<file path="src/rtl/psr_pkg.sv">
`default_nettype none
// ============================================================================
//  Module   : psr_pkg
//  Purpose  : Shared mode codes, FSM state encoding and helpers for the
//             parametrised universal shift register.
//  Revision : 1.0  initial release
// ============================================================================
package psr_pkg;

    // Operation codes applied for one step (or latched for a burst)
    localparam logic [2:0] MODE_HOLD = 3'd0;
    localparam logic [2:0] MODE_LOAD = 3'd1;
    localparam logic [2:0] MODE_SHR  = 3'd2;
    localparam logic [2:0] MODE_SHL  = 3'd3;
    localparam logic [2:0] MODE_ROR  = 3'd4;
    localparam logic [2:0] MODE_ROL  = 3'd5;
    localparam logic [2:0] MODE_ASR  = 3'd6;
    localparam logic [2:0] MODE_RSVD = 3'd7;

    // Burst engine state
    typedef enum logic [0:0] {
        ST_IDLE = 1'b0,
        ST_BUSY = 1'b1
    } psr_state_t;

    // Only the shift/rotate codes can be repeated as a burst
    function automatic logic is_shift_mode(input logic [2:0] m);
        return (m >= MODE_SHR) && (m <= MODE_ASR);
    endfunction

endpackage
`default_nettype wire

</file>
<file path="src/rtl/psr_step.sv">
`default_nettype none
// ============================================================================
//  Module   : psr_step
//  Purpose  : Combinational single-step shift/rotate unit. Returns the value
//             the register takes after one step of the given mode. Codes
//             that do not move bits (HOLD, LOAD, reserved) return the input.
//  Revision : 1.0  initial release
// ============================================================================
module psr_step
    import psr_pkg::*;
#(
    parameter int WIDTH = 8
) (
    input  logic [WIDTH-1:0] i_q,
    input  logic [2:0]       i_mode,
    input  logic             i_ser_in_r,
    input  logic             i_ser_in_l,
    output logic [WIDTH-1:0] o_q_next
);

    // Select one-bit move by mode; default passes the value through
    always_comb begin
        o_q_next = i_q;
        case (i_mode)
            MODE_SHR: o_q_next = {i_ser_in_r, i_q[WIDTH-1:1]};
            MODE_SHL: o_q_next = {i_q[WIDTH-2:0], i_ser_in_l};
            MODE_ROR: o_q_next = {i_q[0], i_q[WIDTH-1:1]};
            MODE_ROL: o_q_next = {i_q[WIDTH-2:0], i_q[WIDTH-1]};
            MODE_ASR: o_q_next = {i_q[WIDTH-1], i_q[WIDTH-1:1]};
            default:  o_q_next = i_q;
        endcase
    end

endmodule
`default_nettype wire

</file>
<file path="src/rtl/param_shift_reg.sv">
`default_nettype none
// ============================================================================
//  Module   : param_shift_reg
//  Purpose  : WIDTH-bit universal register (hold/load/shift/rotate/ASR) with
//             clock enable, complementary outputs and a multi-step burst
//             engine driven by start/shamt with busy/done handshake.
//  Revision : 1.0  initial release
// ============================================================================
module param_shift_reg
    import psr_pkg::*;
#(
    parameter  int WIDTH = 8,
    localparam int SHW   = $clog2(WIDTH) + 1
) (
    input  logic             clk,
    input  logic             sync_reset_n,
    input  logic             en,
    input  logic [2:0]       mode,
    input  logic [WIDTH-1:0] D,
    input  logic             ser_in_r,
    input  logic             ser_in_l,
    input  logic             start,
    input  logic [SHW-1:0]   shamt,
    output logic [WIDTH-1:0] Q,
    output logic [WIDTH-1:0] Qb,
    output logic             ser_out_r,
    output logic             ser_out_l,
    output logic             busy,
    output logic             done
);

    localparam logic [SHW-1:0] C_CNT_ZERO = '0;
    localparam logic [SHW-1:0] C_CNT_ONE  = {{(SHW-1){1'b0}}, 1'b1};

    psr_state_t       r_state;
    psr_state_t       w_state_nxt;
    logic [WIDTH-1:0] r_q;
    logic [WIDTH-1:0] w_q_nxt;
    logic [SHW-1:0]   r_cnt;
    logic [SHW-1:0]   w_cnt_nxt;
    logic [2:0]       r_mode;
    logic [2:0]       w_mode_nxt;
    logic             r_done;
    logic             w_done_nxt;
    logic [2:0]       w_step_mode;
    logic [WIDTH-1:0] w_step_q;

    // While bursting the latched mode drives the step unit; otherwise the live one
    assign w_step_mode = (r_state == ST_BUSY) ? r_mode : mode;

    psr_step #(
        .WIDTH (WIDTH)
    ) u_step (
        .i_q        (r_q),
        .i_mode     (w_step_mode),
        .i_ser_in_r (ser_in_r),
        .i_ser_in_l (ser_in_l),
        .o_q_next   (w_step_q)
    );

    // Next-state, next-value and done-pulse decode; en low freezes everything
    always_comb begin
        w_state_nxt = r_state;
        w_q_nxt     = r_q;
        w_cnt_nxt   = r_cnt;
        w_mode_nxt  = r_mode;
        w_done_nxt  = 1'b0;
        if (en) begin
            case (r_state)
                ST_IDLE: begin
                    if (start && is_shift_mode(mode)) begin
                        // Register holds on the start edge; the burst steps follow
                        if (shamt != C_CNT_ZERO) begin
                            w_state_nxt = ST_BUSY;
                            w_mode_nxt  = mode;
                            w_cnt_nxt   = shamt;
                        end else begin
                            w_done_nxt  = 1'b1;
                        end
                    end else if (mode == MODE_LOAD) begin
                        w_q_nxt = D;
                    end else begin
                        w_q_nxt = w_step_q;
                    end
                end
                ST_BUSY: begin
                    w_q_nxt   = w_step_q;
                    w_cnt_nxt = r_cnt - C_CNT_ONE;
                    if (r_cnt == C_CNT_ONE) begin
                        w_state_nxt = ST_IDLE;
                        w_done_nxt  = 1'b1;
                    end
                end
                default: w_state_nxt = ST_IDLE;
            endcase
        end
    end

    // State and datapath registers with synchronous active-low reset
    always_ff @(posedge clk) begin
        if (!sync_reset_n) begin
            r_state <= ST_IDLE;
            r_q     <= '0;
            r_cnt   <= '0;
            r_mode  <= MODE_HOLD;
            r_done  <= 1'b0;
        end else begin
            r_state <= w_state_nxt;
            r_q     <= w_q_nxt;
            r_cnt   <= w_cnt_nxt;
            r_mode  <= w_mode_nxt;
            r_done  <= w_done_nxt;
        end
    end

    assign Q         = r_q;
    assign Qb        = ~r_q;
    assign ser_out_r = r_q[0];
    assign ser_out_l = r_q[WIDTH-1];
    assign busy      = (r_state == ST_BUSY);
    assign done      = r_done;

endmodule
`default_nettype wire

</file>
<file path="config.mk">
export PLATFORM = sky130hd
export DESIGN_NAME = param_shift_reg
export DESIGN_NICKNAME = d
export VERILOG_FILES = /design/src/rtl/psr_pkg.sv /design/src/rtl/psr_step.sv /design/src/rtl/param_shift_reg.sv
export SDC_FILE = /design/constraint.sdc
export NUM_CORES = 1
export LEC_CHECK = 0
export CORE_MARGIN = 5
export CORE_UTILIZATION = 25
export DETAILED_ROUTE_END_ITERATION = 6
export PLACE_DENSITY_LB_ADDON = 0.12
export SLEW_MARGIN = 20
export SYNTH_ARGS = -nofsm -noshare
export SYNTH_HDL_FRONTEND = slang
export SYNTH_SLANG_ARGS = --single-unit
</file>
<file path="constraint.sdc">
create_clock -name clk -period 1.7 [get_ports clk]
set_input_delay 0.17 -clock clk [delete_from_list [all_inputs] [get_ports clk]]
set_output_delay 0.17 -clock clk [all_outputs]
set_load 0.05 [all_outputs]
</file>
* Yosys cells after proc, flatten, opt, wreduce, memory -nomap -nowiden
Index checks and enable logic that the tools add are counted.
** Cells by class
- Order comparisons :: 2
- Multiplexer cells :: 16
- Eq/ne operators :: 10
- Reductions and logical operators :: 7
- Add/subtract/negate cells :: 1
- Bitwise operators :: 2
** Operators by type and width (count)
- 8-bit one-hot mux with 5 select lines :: 1
- 8-bit two-way mux :: 2
- 8-bit one-hot mux with 2 select lines :: 1
- 3-bit == test, second input constant :: 3
- 4-bit two-way mux :: 2
- 8-bit NOT :: 1
- 4-bit one-hot mux with 2 select lines :: 1
- 3-bit by 2-bit == test with 1-bit output, second input constant :: 2
- 1-bit two-way mux :: 6
- 2-bit != test, second input constant :: 3
- 4-bit by 1-bit == test with 1-bit output, second input constant :: 1
- 1-bit one-hot mux with 2 select lines :: 2
- 2-bit AND reduction :: 2
- 4-bit AND reduction :: 1
- 4-bit nonzero test :: 1
- 4-bit by 1-bit subtractor with 4-bit output, second input constant :: 1
- 3-bit by 1-bit == test with 1-bit output, second input constant :: 1
- 3-bit by 2-bit greater-or-equal comparator with 1-bit output, second input constant :: 1
- 3-bit less-or-equal comparator, second input constant :: 1
- 3-bit two-way mux :: 1
- 3-bit AND reduction :: 1
- 1-bit logical AND :: 2
- 1-bit NOT :: 1
** Storage, ports and cells
- Input port bits :: 21
- Logic and storage cells :: 43
- Register bits after elaboration :: 17

* Logic depth before layout (Yosys ltp)
- Depth in word-level cells :: 6
- Mapped depth :: 7
- Depth with buffers taken out :: 6

* Hierarchy
A second synthesis with hierarchy kept.
** Second synthesis, totals
- Cells, all modules :: 161
- Area, all modules :: 1491.4 sq um
** Modules (own cells, without submodules)
- param_shift_reg :: sequential area each 340.3 sq um, cells each 118, area an instance 1106.1 sq um, instances 1
- psr_step :: sequential area each 0.0 sq um, cells each 43, area an instance 385.4 sq um, instances 1

* Least setup slack after synthesis
Ideal clock, no wire load.
- Path kind :: register to register
- Start :: register r_state, in the netlist busy
- End :: register r_q[0], in the netlist Q[0]
- Stages on the path, launching flop included :: 7
- Slack :: -247 ps
- Arrival time :: 1817 ps
- Required time :: 1570 ps
- Setup time :: 130 ps
- Clock period less this slack :: 1947 ps
- Buffers on the path :: 1
- Cell sequence :: dfxtp_1 > buf_6 > mux2i_4 > nand3b_1 > a21oi_1 > a311oi_1 > o32ai_2
** Between the ends
- Longest elaborated chain between the ends :: 6
- Elaborated cells on any way between the ends :: 13
- Those cells by class :: eq/ne (6); mux (5); bitwise (1); reduce/logical (1)
** RTL lines
- from (decl) :: line param_shift_reg.sv:35 : psr_state_t r_state;
- from (signal assigned) :: line param_shift_reg.sv:108 : r_state <= w_state_nxt;
- 3-bit two-way mux :: line param_shift_reg.sv:49 : assign w_step_mode = (r_state == ST_BUSY) ? r_mode : mode;
- 3-bit == test / 3-bit by 2-bit == test with 1-bit output (equally long branches) :: line psr_step.sv:24 : case (i_mode)
- 8-bit one-hot mux with 5 select lines :: line psr_step.sv:24
- 8-bit two-way mux :: line param_shift_reg.sv:80 : end else if (mode == MODE_LOAD) begin
- 8-bit two-way mux :: line param_shift_reg.sv:71 : if (start && is_shift_mode(mode)) begin
- 8-bit one-hot mux with 2 select lines :: line param_shift_reg.sv:69 : case (r_state)
- to (signal assigned) :: line param_shift_reg.sv:109 : r_q <= w_q_nxt;
- to (decl) :: line param_shift_reg.sv:37 : logic [WIDTH-1:0] r_q;
Several ways; a longest one is shown, not always the timed one. The select of a mux whose other input is x is not followed.
A chain may end at the register's enable or synchronous reset.

* Worst setup path after layout
Ends and elaborated chain as after synthesis.

==> impl_metrics.env <==
export IMPL_core_area_um2=5110
export IMPL_relSlewSlack_pct=63.9
export IMPL_crit_arrival_ns=1.74
export IMPL_tightest_slew_ns=0.527
export IMPL_io_buffers=40
export IMPL_finalMaxSlewViolations=0
export IMPL_wl_met1_um=1780
export IMPL_drc=0
export IMPL_drive_gt1_share_pct=29.4
export IMPL_synthCells=160
export IMPL_hold_depth=2
export IMPL_clock_sinks=17
export IMPL_antenna_found_initial=0
export IMPL_finalHoldViolCount=0
export IMPL_synthFlopType="dfxtp_1"
export IMPL_syn_area_um2=1310
export IMPL_cap_violations=0
export IMPL_dieArea_um2=6790
export IMPL_synth_seq_cells=17
export IMPL_drt_pass1_iterations=4
export IMPL_drtAntennaViolNets=0
export IMPL_std_cell_rows=26
export IMPL_min_period_ns=1.61
export IMPL_antenna_cells=0
export IMPL_wl_um=3940
export IMPL_dp_hpwl_um=3040
export IMPL_fin_tns_setup_ns=0
export IMPL_track_usage_pct=11.8
export IMPL_drt_iter0_drc=64
export IMPL_io_pins=41
export IMPL_die_y_um=82.4
export IMPL_crit_fanout=6
export IMPL_final_core_util_pct=37.2
export IMPL_p_leak_nw=0.710
export IMPL_ys_warnings_count=0
export IMPL_cts_root_buf="clkbuf_8"
export IMPL_synth_edf_count=0
export IMPL_start_kind="flop"
export IMPL_min_period_over_period_pct=95.0
export IMPL_cts_tree="built"
export IMPL_critical_path_required_ns=1.83
export IMPL_clk_pin_slew_ns=0.08
export IMPL_synth_top_cell_by_area="dfxtp_1"
export IMPL_multi_input_area_um2=875
export IMPL_synth_seq_area_share_pct=26.0
export IMPL_cp_end_kind="flop"
export IMPL_async_reset_ff_share_pct=0
export IMPL_synth_top_cell_area_share_pct=26.0
export IMPL_viasPerCell=4.73
export IMPL_n_fill_cell=540
export IMPL_status="finished, final reports clean"
export IMPL_clk_insertion_delay_late_ns=0.26
export IMPL_initial_core_util_pct=25.7
export IMPL_rsz0062_at_grt="no"
export IMPL_skew_ns=0.00170
export IMPL_regArea_um2=347
export IMPL_p_per_area_nw_per_um2=626
export IMPL_top_layer="met4"
export IMPL_vias=1342
export IMPL_final_nets=238
export IMPL_synth_nets=183
export IMPL_cts_buffers=3
export IMPL_r2r_cells=4
export IMPL_p_total_mw=1.19
export IMPL_grt_pass1_vias=1248
export IMPL_grt_pass1_wl_um=6180
export IMPL_setup_viol=0
export IMPL_grt_start_max_net_pins=17
export IMPL_critPathKind="flop to flop"
export IMPL_hold_class="flop to flop"
export IMPL_gr_total_overflow=0
export IMPL_synth_area_leaders="dfxtp_1, nand2_1, a21oi_1, mux2i_1, o32ai_1"
export IMPL_fp_dieW_um=82.4
export IMPL_synth_cell_type_count=46
export IMPL_gp_congestion=0.769
export IMPL_clock_path_buffers=2
export IMPL_wl_met2_um=1960
export IMPL_area_growth_pct=45.0
export IMPL_ir_drop_v=0.000263
export IMPL_avgSynthCellArea_um2=8.20
export IMPL_dr_wl_met3_um=190
export IMPL_wire_per_inst_um=13.9
export IMPL_htreeDepth=1
export IMPL_fmax_mhz=619
## metal layers
| metal | vias to the layer above | global-route usage, % |
|---|---|---|
| met1 | 631 | 15.6 |
| met5 | - | 0 |
| met4 | 0 | 2.99 |
| met2 | 31 | 19.3 |
| li1 | 678 | - |
| met3 | 2 | 2.60 |
## power breakdown
group,switching [mW],internal [mW]
clock,0.161,0.167
sequential,0.0248,0.417
combinational,0.232,0.189
total,0.418,0.772
## cell usage after synthesis (all sizes together), types with 3 or more instances
cell	number
buf	8
inv	13
nand2	27
o22ai	6
nand3	4
nor2b	3
nor2	9
nand3b	3
mux2i	9
dfxtp	17
nand2b	4
o32ai	8
a21oi	18
or2b	5
## placed cells by master, fill, tap and decap left out, drive strengths merged, types with 2 or more instances in the layout
cell and count:
nand2 27, nand3b 3, clkbuf 4, o22a 2
or2b 5, inv 13, o21ai 2, nor2b 3
nand3 4, o32ai 8, ha 2, nor2 9
buf 38, o31ai 2, a21oi 18, dfxtp 17
mux2i 9, clkdlybuf4s50 21, nand2b 4, o22ai 6
## area by class of cell
| cell class | instances | share of cell area (%) |
|---|---|---|
| Tap cell | 70 | 4.61 |
| Inverter | 13 | 2.57 |
| Multi-Input combinational cell | 121 | 46.0 |
| Timing Repair Buffer | 59 | 26.3 |
| Sequential cell | 17 | 18.2 |
| Clock buffer | 4 | 2.37 |
## cell families after synthesis
family	count (synthesis)	share of synthesized area, %
AND/OR/NAND/NOR	63	27.0
XOR/XNOR	1	0.668
flip-flops	17	26.0
adder cells (fa/ha/maj)	2	1.91
AO/OA/AOI/OAI	45	25.8
buffers and inverters	22	8.78
multiplexers	10	9.92
## sequential cells by signal (all words and copies together) (netlist names)
signal / count
Q: 8
r_mode: 3
done: 1
r_cnt: 4
busy: 1
## repair_timing
item                       in CTS  in global routing
setup buffers                   0                  0
hold buffers                    0                  0
setup endpoints to repair       0                  8
resized for setup               0                  4
## stage by stage
stage	setup slack (ns)	hold slack (ns)	std cells	cell area, µm²
global route	0.00843	0.556	284	1900
finish	0.0850	0.520	284	1900
detailed placement	-0.227	0.511	280	1830
global placement	-0.218	0.502	280	1830
floorplan	0.00347	0.316	160	1320
CTS	0.0374	0.524	284	1880
## worst paths after layout
| path | from | endpoint | slack, ns |
|---|---|---|---|
| worst min-delay path | Q[0]$_SDFFE_PN0P_ | Q[0]$_SDFFE_PN0P_ | 0.52 |
| worst max register to register | busy$_SDFFE_PN0P_ | Q[0]$_SDFFE_PN0P_ | 0.09 |
| worst min register to register | Q[0]$_SDFFE_PN0P_ | Q[0]$_SDFFE_PN0P_ | 0.52 |
| worst max-delay path | busy$_SDFFE_PN0P_ | Q[0]$_SDFFE_PN0P_ | 0.09 |
## critical path, stage by stage (launching register included)
cell      delay (ns)
dfxtp_4         0.42
mux2i_1         0.50
a21oi_1         0.12
a311oi_1        0.32
o32ai_2         0.13
Power figures use the tool's default switching activity.
